[config.mk]
export PLATFORM = sky130hd
export DESIGN_NAME = sram_march_bist
export DESIGN_NICKNAME = d
export VERILOG_FILES = /design/src/rtl/sram_march_bist.sv
export SDC_FILE = /design/constraint.sdc
export NUM_CORES = 1
export LEC_CHECK = 0
export ABC_CLOCK_PERIOD_IN_PS = 2800
export CORE_MARGIN = 2
export CORE_UTILIZATION = 54
export CTS_CLUSTER_SIZE = 25
export DETAILED_ROUTE_END_ITERATION = 8
export GPL_ROUTABILITY_DRIVEN = 0
export PLACE_DENSITY = 0.8
export SYNTH_ARGS = -nofsm -noshare
export SYNTH_HDL_FRONTEND = slang
export SYNTH_SLANG_ARGS = --single-unit
[constraint.sdc]
create_clock -name clk -period 2.8 [get_ports clk]
set_clock_uncertainty 0.1 [all_clocks]
set_input_delay 0.56 -clock clk [delete_from_list [all_inputs] [get_ports clk]]
set_output_delay 0.56 -clock clk [all_outputs]
set_load 0.005 [all_outputs]
[src/rtl/sram_march_bist.sv]
// rtl/sram_march_bist.sv - March C- BIST initiator for the 16x8 bit-serial SRAM array
module sram_march_bist #(
    parameter int ADDR_W = 7,
    parameter int CNT_W  = 8
) (
    input  logic              clk,
    input  logic              rst_n,
    input  logic              start,
    output logic              busy,
    output logic              done,
    output logic              pass,
    output logic [CNT_W-1:0]  err_count,
    output logic [ADDR_W-1:0] fail_addr,
    output logic [2:0]        fail_elem,
    output logic              fail_exp,
    output logic              sram_we_n,
    output logic [ADDR_W-1:0] sram_addr,
    output logic              sram_din,
    input  logic              sram_dout
);

    localparam logic [1:0] S_IDLE  = 2'd0;
    localparam logic [1:0] S_RUN   = 2'd1;
    localparam logic [1:0] S_DRAIN = 2'd2;
    localparam logic [1:0] S_DONE  = 2'd3;

    localparam logic PH_READ  = 1'b0;
    localparam logic PH_WRITE = 1'b1;

    localparam logic [ADDR_W-1:0] ADDR_MAX = '1;
    localparam logic [ADDR_W-1:0] ADDR_ONE = {{(ADDR_W-1){1'b0}}, 1'b1};
    localparam logic [CNT_W-1:0]  CNT_MAX  = '1;
    localparam logic [CNT_W-1:0]  CNT_ONE  = {{(CNT_W-1){1'b0}}, 1'b1};

    logic [1:0]        state;
    logic [2:0]        elem;
    logic [ADDR_W-1:0] addr;
    logic              phase;

    logic              chk_v;
    logic              chk_exp;
    logic [ADDR_W-1:0] chk_addr;
    logic [2:0]        chk_elem;

    logic [CNT_W-1:0]  err_q;
    logic [ADDR_W-1:0] fail_addr_q;
    logic [2:0]        fail_elem_q;
    logic              fail_exp_q;

    // Element decode: elem 0 is write-only, elem 5 read-only, elems 3/4 run downwards.
    logic       run;
    logic       elem_has_read;
    logic       elem_has_write;
    logic       elem_down;
    logic       read_exp;
    logic       write_val;
    logic       cycle_is_read;
    logic       cycle_is_write;
    logic       last_addr;
    logic [2:0] next_elem;
    logic       next_down;
    logic       miscompare;

    always_comb begin
        run            = (state == S_RUN);
        elem_has_read  = (elem != 3'd0);
        elem_has_write = (elem != 3'd5);
        elem_down      = (elem == 3'd3) || (elem == 3'd4);
        read_exp       = (elem == 3'd2) || (elem == 3'd4);
        write_val      = (elem == 3'd1) || (elem == 3'd3);
        cycle_is_read  = run && elem_has_read && (phase == PH_READ);
        cycle_is_write = run && (!elem_has_read || (phase == PH_WRITE));
        last_addr      = elem_down ? (addr == '0) : (addr == ADDR_MAX);
        next_elem      = elem + 3'd1;
        next_down      = (next_elem == 3'd3) || (next_elem == 3'd4);
        miscompare     = chk_v && (sram_dout != chk_exp);
    end

    always_comb begin
        sram_we_n = ~cycle_is_write;
        sram_addr = run ? addr : '0;
        sram_din  = cycle_is_write ? write_val : 1'b0;
    end

    always_ff @(posedge clk) begin
        if (!rst_n) begin
            state       <= S_IDLE;
            elem        <= 3'd0;
            addr        <= '0;
            phase       <= PH_READ;
            chk_v       <= 1'b0;
            chk_exp     <= 1'b0;
            chk_addr    <= '0;
            chk_elem    <= 3'd0;
            err_q       <= '0;
            fail_addr_q <= '0;
            fail_elem_q <= 3'd0;
            fail_exp_q  <= 1'b0;
        end else begin
            chk_v <= cycle_is_read;
            if (cycle_is_read) begin
                chk_exp  <= read_exp;
                chk_addr <= addr;
                chk_elem <= elem;
            end

            if (miscompare) begin
                if (err_q == '0) begin
                    fail_addr_q <= chk_addr;
                    fail_elem_q <= chk_elem;
                    fail_exp_q  <= chk_exp;
                end
                if (err_q != CNT_MAX) begin
                    err_q <= err_q + CNT_ONE;
                end
            end

            case (state)
                S_IDLE, S_DONE: begin
                    if (start) begin
                        state       <= S_RUN;
                        elem        <= 3'd0;
                        addr        <= '0;
                        phase       <= PH_READ;
                        err_q       <= '0;
                        fail_addr_q <= '0;
                        fail_elem_q <= 3'd0;
                        fail_exp_q  <= 1'b0;
                    end
                end
                S_RUN: begin
                    if (cycle_is_read && elem_has_write) begin
                        phase <= PH_WRITE;
                    end else begin
                        phase <= PH_READ;
                        if (last_addr) begin
                            if (elem == 3'd5) begin
                                state <= S_DRAIN;
                            end else begin
                                elem <= next_elem;
                                addr <= next_down ? ADDR_MAX : '0;
                            end
                        end else begin
                            addr <= elem_down ? (addr - ADDR_ONE) : (addr + ADDR_ONE);
                        end
                    end
                end
                S_DRAIN: begin
                    state <= S_DONE;
                end
                default: begin
                    state <= S_IDLE;
                end
            endcase
        end
    end

    always_comb begin
        busy      = (state == S_RUN) || (state == S_DRAIN);
        done      = (state == S_DONE);
        pass      = done && (err_q == '0);
        err_count = err_q;
        fail_addr = fail_addr_q;
        fail_elem = fail_elem_q;
        fail_exp  = fail_exp_q;
    end

endmodule

==> flow_summary.toml, run 1 <==
[logic_synthesis]
synth_cell_type_count = 44
syn_inst = 270
synth-edff-count = 0
synth_seq_cells = 44
avgSynthCellArea_um2 = 8.60
synthArstFlopShare_pct = 0
synth.area.top_cells = "dfxtp_1 38%, mux2i_1 9.5%, ha_1 9.2%, nor2_1 7.4%, a21oi_1 3.7%"
syn-num-nets = 292
yosys.area.top_type = "dfxtp_1"
syn-cell-area_mm2 = 0.00232
yosysTopAreaCellShare_pct = 37.9
seq_area_frac_synth_pct = 37.9
synth_flop_cell = "dfxtp_1"
ys_warn_count = 0

[timing]
worst_slew_pin_slew_ps = 379
timing.fmax_mhz = 377
finalSetupViolCount = 0
drv_slew = 0
hold_violations = 0
fin_crit_ps = 2650
relSlewSlack_pct = 74.7
fin_setup_tns_ps = 0
grt_setup_unrepaired = "false"
finalCritPeriodShare_pct = 94.7

[final_layout]
seqCellArea_um2 = 885
final_nets = 333
num_antenna_cells = 0
final_cell_mix = "46 x nor2_1, 41 x dfxtp_1, 33 x clkdlybuf4s50_1"
fin_util_pct = 70.7
nFillCells = 317
multi_input_area_mm2 = 0.00137
final_layout_size_suffix_gt1_share_pct = 9.94
final_common_cell = "nor2_1"
syn2layout_area_growth_pct = 23.5

[routing]
vias = 1999
drt_iter0_markers = 92
drc = 0
routed_wl_um = 5040
firstDrtPassIters = 4
ant_nets = 0
avgViaCountPerCell = 5.52
avgRoutedWirePerCell_um = 13.9

[critical_path]
cp_slowest_stage_delay_ps = 550
slowest_stage = "clkdlybuf4s50_1"
cp.arrival_ps = 1990
cp-startpoint = "elem[0]"
critPathBufInv = 2
crit_chain = "inv_1 > ha_1 > nor2b_1 > o21ai_1 > clkdlybuf4s50_1"
start_kind = "flip-flop"
cp_top_family = "buffers and inverters"
critPathRequiredTime_ps = 2140
critical_path_class = "reg2out"
ff2ff_setup_slack_ps = 170
setup.worst_path.end_class = "primary output"
r2r-start = "elem[0]"
cp_max_fo = 5

[floorplan]
initial_core_util_pct = 57.2
fp-row-count = 23
ios = 35
die_h_um = 69.6
fp.dieW_um = 69.6
die-area_mm2 = 0.00484
fp.coreArea_mm2 = 0.00406

[global_route]
antenna_found_initial = 0
grt_pass1_vias = 1847
grt-ovfl-total = 0
grtUsageTotal_pct = 21.5
grt_start_max_net_pins = 20
grt_pass1_wl_um = 8540

[clock_tree]
clk_path_buf_depth = 2
htree_levels = 2
cts_buffers = 5
cts_tree = "built"
cts-root-buf = "clkbuf_8"
cts.clk_slew.worst_paths_ps = 80
ctsHoldBuffers = 0
cts.sinks = 44
clk_latency_ps = 290

[min_path]
hold_class = "reg2reg"
min_from = "chk_addr[1]"

[power_and_ir_drop]
ir_drop_mv = 0.331
power_density_mw_per_mm2 = 533
power_leakage_nw = 1.23

[run]
cap_violations = 0

[outcome]
status = "finished clean"

[placed_design]
port-buffer-count = 34
place_hpwl_um = 3680
-- what timing repair did --
| item | CTS | global route |
|---|---|---|
| setup buffers | 3 | 0 |
| gates cloned | 0 | 0 |
| resized for setup | 5 | 3 |
| pin swaps | 2 | 0 |
| setup endpoints to repair | 1 | 3 |
-- sequential cells by signal, summed over array words and instances, names as in the netlist --
register / cells
err_count: 8
addr: 7
chk_addr: 7
fail_addr: 7
chk_elem: 3
elem: 3
fail_elem: 3
state: 2
chk_exp: 1
chk_v: 1
fail_exp: 1
phase: 1
-- worst min-delay path, delay by kind of cell (launching register included) --
family        cells  cell delay, ps
simple gates      1              70
mux               1              60
flops             1             330
-- cells in the mapped netlist, types with 3 or more instances --
cell	instances
nand3_1	10
ha_1	17
inv_1	12
nor2_1	46
nand2_1	20
clkbuf_1	7
dfxtp_1	44
mux2i_1	22
o21a_1	3
xor2_1	3
and2_1	8
nor3_1	5
xnor2_1	3
o21ai_0	10
a22oi_1	4
nor2b_1	6
a21oi_1	17
-- power by group --
| group | internal [mW] | switching, mW | total (mW) |
|---|---|---|---|
| combinational | 0.193 | 0.252 | 0.444 |
| clock | 0.200 | 0.206 | 0.407 |
| sequential | 0.650 | 0.0283 | 0.678 |
| total | 1.04 | 0.486 | 1.53 |
-- final timing paths --
kind / cells after the start / end
worst max-delay path: 5 / sram_we_n
worst max register to register: 10 / addr[5]
worst min-delay path: 2 / fail_addr[1]
worst min register to register: 2 / fail_addr[1]
-- layer usage --
layer | part of all wire [%] | wire, µm | track usage, % | vias up
met5 | 0 | 0 | 0 | -
li1 | - | - | - | 1009
met3 | 4.3 | 218 | 4.22 | 8
met2 | 49 | 2450 | 37.3 | 46
met1 | 45 | 2270 | 26.8 | 936
met4 | 1.8 | 89 | 6.97 | 0
-- per-stage QoR --
step	power, mW	instance area [µm²]	setup slack [ps]	hold WS, ps	cells
floorplan	0.985	2320	351	354	270
global placement	1.13	2730	261	369	351
detailed placement	1.14	2730	186	384	351
CTS	1.54	2860	30.9	397	362
global route	1.61	2870	31.3	412	362
finish	1.53	2870	149	389	362
-- final cells by class --
| class | instances | share of cell area, % |
|---|---|---|
| multi-input cells | 204 | 47.7 |
| flip-flops and latches | 44 | 30.8 |
| repair buffers | 44 | 14.4 |
| clock buffers | 7 | 3.01 |
| well taps | 50 | 2.18 |
| inverters | 12 | 1.57 |
| clock inverters | 1 | 0.262 |
-- kinds of logic (layout without fill, tap and decap cells) --
group / Yosys count / in the layout / synth area share [%]
DFF: 44 / 44 / 37.9
muxes: 23 / 23 / 10.1
xor gates and xnor gates: 6 / 6 / 2.26
adders and majority gates: 18 / 18 / 10.0
and+or+nand+nor: 108 / 108 / 21.9
buffers and inverters: 22 / 64 / 3.83
AOI/OAI and AO/OA: 49 / 49 / 14.0
Note: power is estimated with default switching activity, not from simulation.
==> run 2: changes to the inputs <==
--- a/config.mk
+++ b/config.mk
@@ -11,6 +11,7 @@
 export CTS_CLUSTER_SIZE = 25
 export DETAILED_ROUTE_END_ITERATION = 8
 export GPL_ROUTABILITY_DRIVEN = 0
+export HOLD_SLACK_MARGIN = 0.08
 export PLACE_DENSITY = 0.8
 export SYNTH_ARGS = -nofsm -noshare
 export SYNTH_HDL_FRONTEND = slang
==> results of run 2 <==
Same layout as run 1: the final DEF is identical, and so are final timing and power.
==> run 3: changes to the inputs <==
--- a/config.mk
+++ b/config.mk
@@ -7,12 +7,13 @@
 export LEC_CHECK = 0
 export ABC_CLOCK_PERIOD_IN_PS = 2800
 export CORE_MARGIN = 2
-export CORE_UTILIZATION = 54
+export CORE_UTILIZATION = 40
 export CTS_CLUSTER_SIZE = 25
 export DETAILED_ROUTE_END_ITERATION = 8
 export GPL_ROUTABILITY_DRIVEN = 0
 export HOLD_SLACK_MARGIN = 0.08
-export PLACE_DENSITY = 0.8
+export SKIP_LAST_GASP = 1
+export SLEW_MARGIN = 20
 export SYNTH_ARGS = -nofsm -noshare
 export SYNTH_HDL_FRONTEND = slang
 export SYNTH_SLANG_ARGS = --single-unit
==> run 3 against run 2 <==
Compared with the run above:
- register-to-register slack better by 30 ps
- global-route usage is 4.7 points lower
- via count down 2.1%
- critical endpoint is now addr[5]
- largest cell class unchanged
- largest power group unchanged
- highest routed layer unchanged
==> flow_summary.toml, run 3 (synthesis results as in run 1) <==
[critical_path]
critical_path_class = "reg2reg"
start_kind = "flip-flop"
cp.arrival_ps = 2690
cp_max_fo = 11
critPathRequiredTime_ps = 2890
setup.worst_path.end_class = "flip-flop"

[timing]
hold_violations = 0
relSlewSlack_pct = 74.2
finalSetupViolCount = 0
fin_crit_ps = 2600
finalCritPeriodShare_pct = 92.8
grt_setup_unrepaired = "false"
drv_slew = 0
setup_slack_ps = 200
fin_setup_tns_ps = 0
worst_slew_pin_slew_ps = 387
timing.fmax_mhz = 385

[power_and_ir_drop]
ir_drop_mv = 0.236
power_leakage_nw = 1.23
power_density_mw_per_mm2 = 529

[routing]
firstDrtPassIters = 6
avgViaCountPerCell = 5.10
vias = 1958
routed_wl_um = 4950
wl_met1_um = 2500
ant_nets = 0
drt_iter0_markers = 72
wl_met3_um = 165
highest_layer = "met4"
avgRoutedWirePerCell_um = 12.9
met2WireLength_um = 2210
drc = 0

[clock_tree]
clk_latency_ps = 300
clk_path_buf_depth = 2
cts.clk_slew.worst_paths_ps = 80
cts.sinks = 44
cts_tree = "built"
cts-root-buf = "clkbuf_8"
ctsHoldBuffers = 0
cts_buffers = 5
htree_levels = 2

[placed_design]
dpl_cell_area_mm2 = 0.00277
place_hpwl_um = 3730
port-buffer-count = 34
place_ws_ps = 149
placed_cells = 374

[final_layout]
multi_input_area_mm2 = 0.00137
final_layout_size_suffix_gt1_share_pct = 9.94
seqCellArea_um2 = 886
final_common_cell = "nor2_1"
syn2layout_area_growth_pct = 24.6
stdcell_count = 384
num_antenna_cells = 0
final_cell_mix = "46 x nor2_1, 40 x dfxtp_1, 33 x clkdlybuf4s50_1"
largest_reg_flops = 8
design_area_mm2 = 0.00289
final_nets = 333
nFillCells = 562

[global_route]
grt_pass1_wl_um = 8390
grt_pass1_vias = 1754
antenna_found_initial = 0
grt-ovfl-total = 0
grtUsageTotal_pct = 16.8
grt_start_max_net_pins = 20

[floorplan]
die-area_mm2 = 0.00643
initial_core_util_pct = 41.9
fp.coreArea_mm2 = 0.00554
fp.dieW_um = 80.2
die_h_um = 80.2
fp-row-count = 27
ios = 35

[outcome]
status = "finished clean"

[min_path]
hold_class = "reg2reg"

[run]
cap_violations = 0
## run 3: cell count changes in the layout (fill, tap and decap cells not counted)
| cell | change |
|---|---|
| a21oi_1 | +1 |
| a21oi_2 | -1 |
| dfxtp_1 | -1 |
| dfxtp_2 | +1 |
## run 3: where the power goes
group          switching [mW]  internal [mW]
combinational           0.251          0.192
sequential             0.0271          0.651
clock                   0.210          0.200
## run 3: layout make-up
type / count / share of cell area (%)
clock buffer: 7 / 2.98
multi-input combinational: 204 / 47.2
tap: 72 / 3.11
sequential: 44 / 30.6
timing repair buffer: 44 / 14.3
inverter: 12 / 1.56
clock inverter: 1 / 0.259
## run 3: metrics by stage
step           hold WS (ps)  total power, mW  utilization, %
2_1_floorplan           354            0.985               -
3_5_place_dp            380             1.14            50.0
5_1_grt                 407             1.64            52.2
4_1_cts                 396             1.55            52.2
3_3_place_gp            375             1.14            50.0
6_report                390             1.53            52.2
## run 3: path summary, 6_finish.rpt
| kind | from | end | slack (ps) | cells past startpoint |
|---|---|---|---|---|
| worst max register to register | elem[0] | addr[5] | 200 | 10 |
| worst min-delay path | chk_addr[1] | chk_addr[1] | 390 | 2 |
| worst max-delay path | elem[0] | addr[5] | 200 | 10 |
| worst min register to register | chk_addr[1] | chk_addr[1] | 390 | 2 |
## run 3: layer usage
layer | track usage, % | vias up
li1 | - | 1007
met1 | 23.1 | 912
met2 | 26.0 | 34
met3 | 3.37 | 5
met4 | 6.10 | 0
met5 | 0 | -
## run 3: timing repair
action,in CTS,in global routing
resized for setup,5,3
setup endpoints to repair,1,3
pin swaps,2,0
buffers inserted,2,0
## run 3: critical path: stages, from the launching register on
cell      delay [ps]
dfxtp_2          360
inv_1            100
ha_1             240
mux2_4           340
ha_1             340
a21oi_1          170
a21boi_0         130
o21a_1           190
or3_1            300
a21oi_1          140
o21ai_0           90
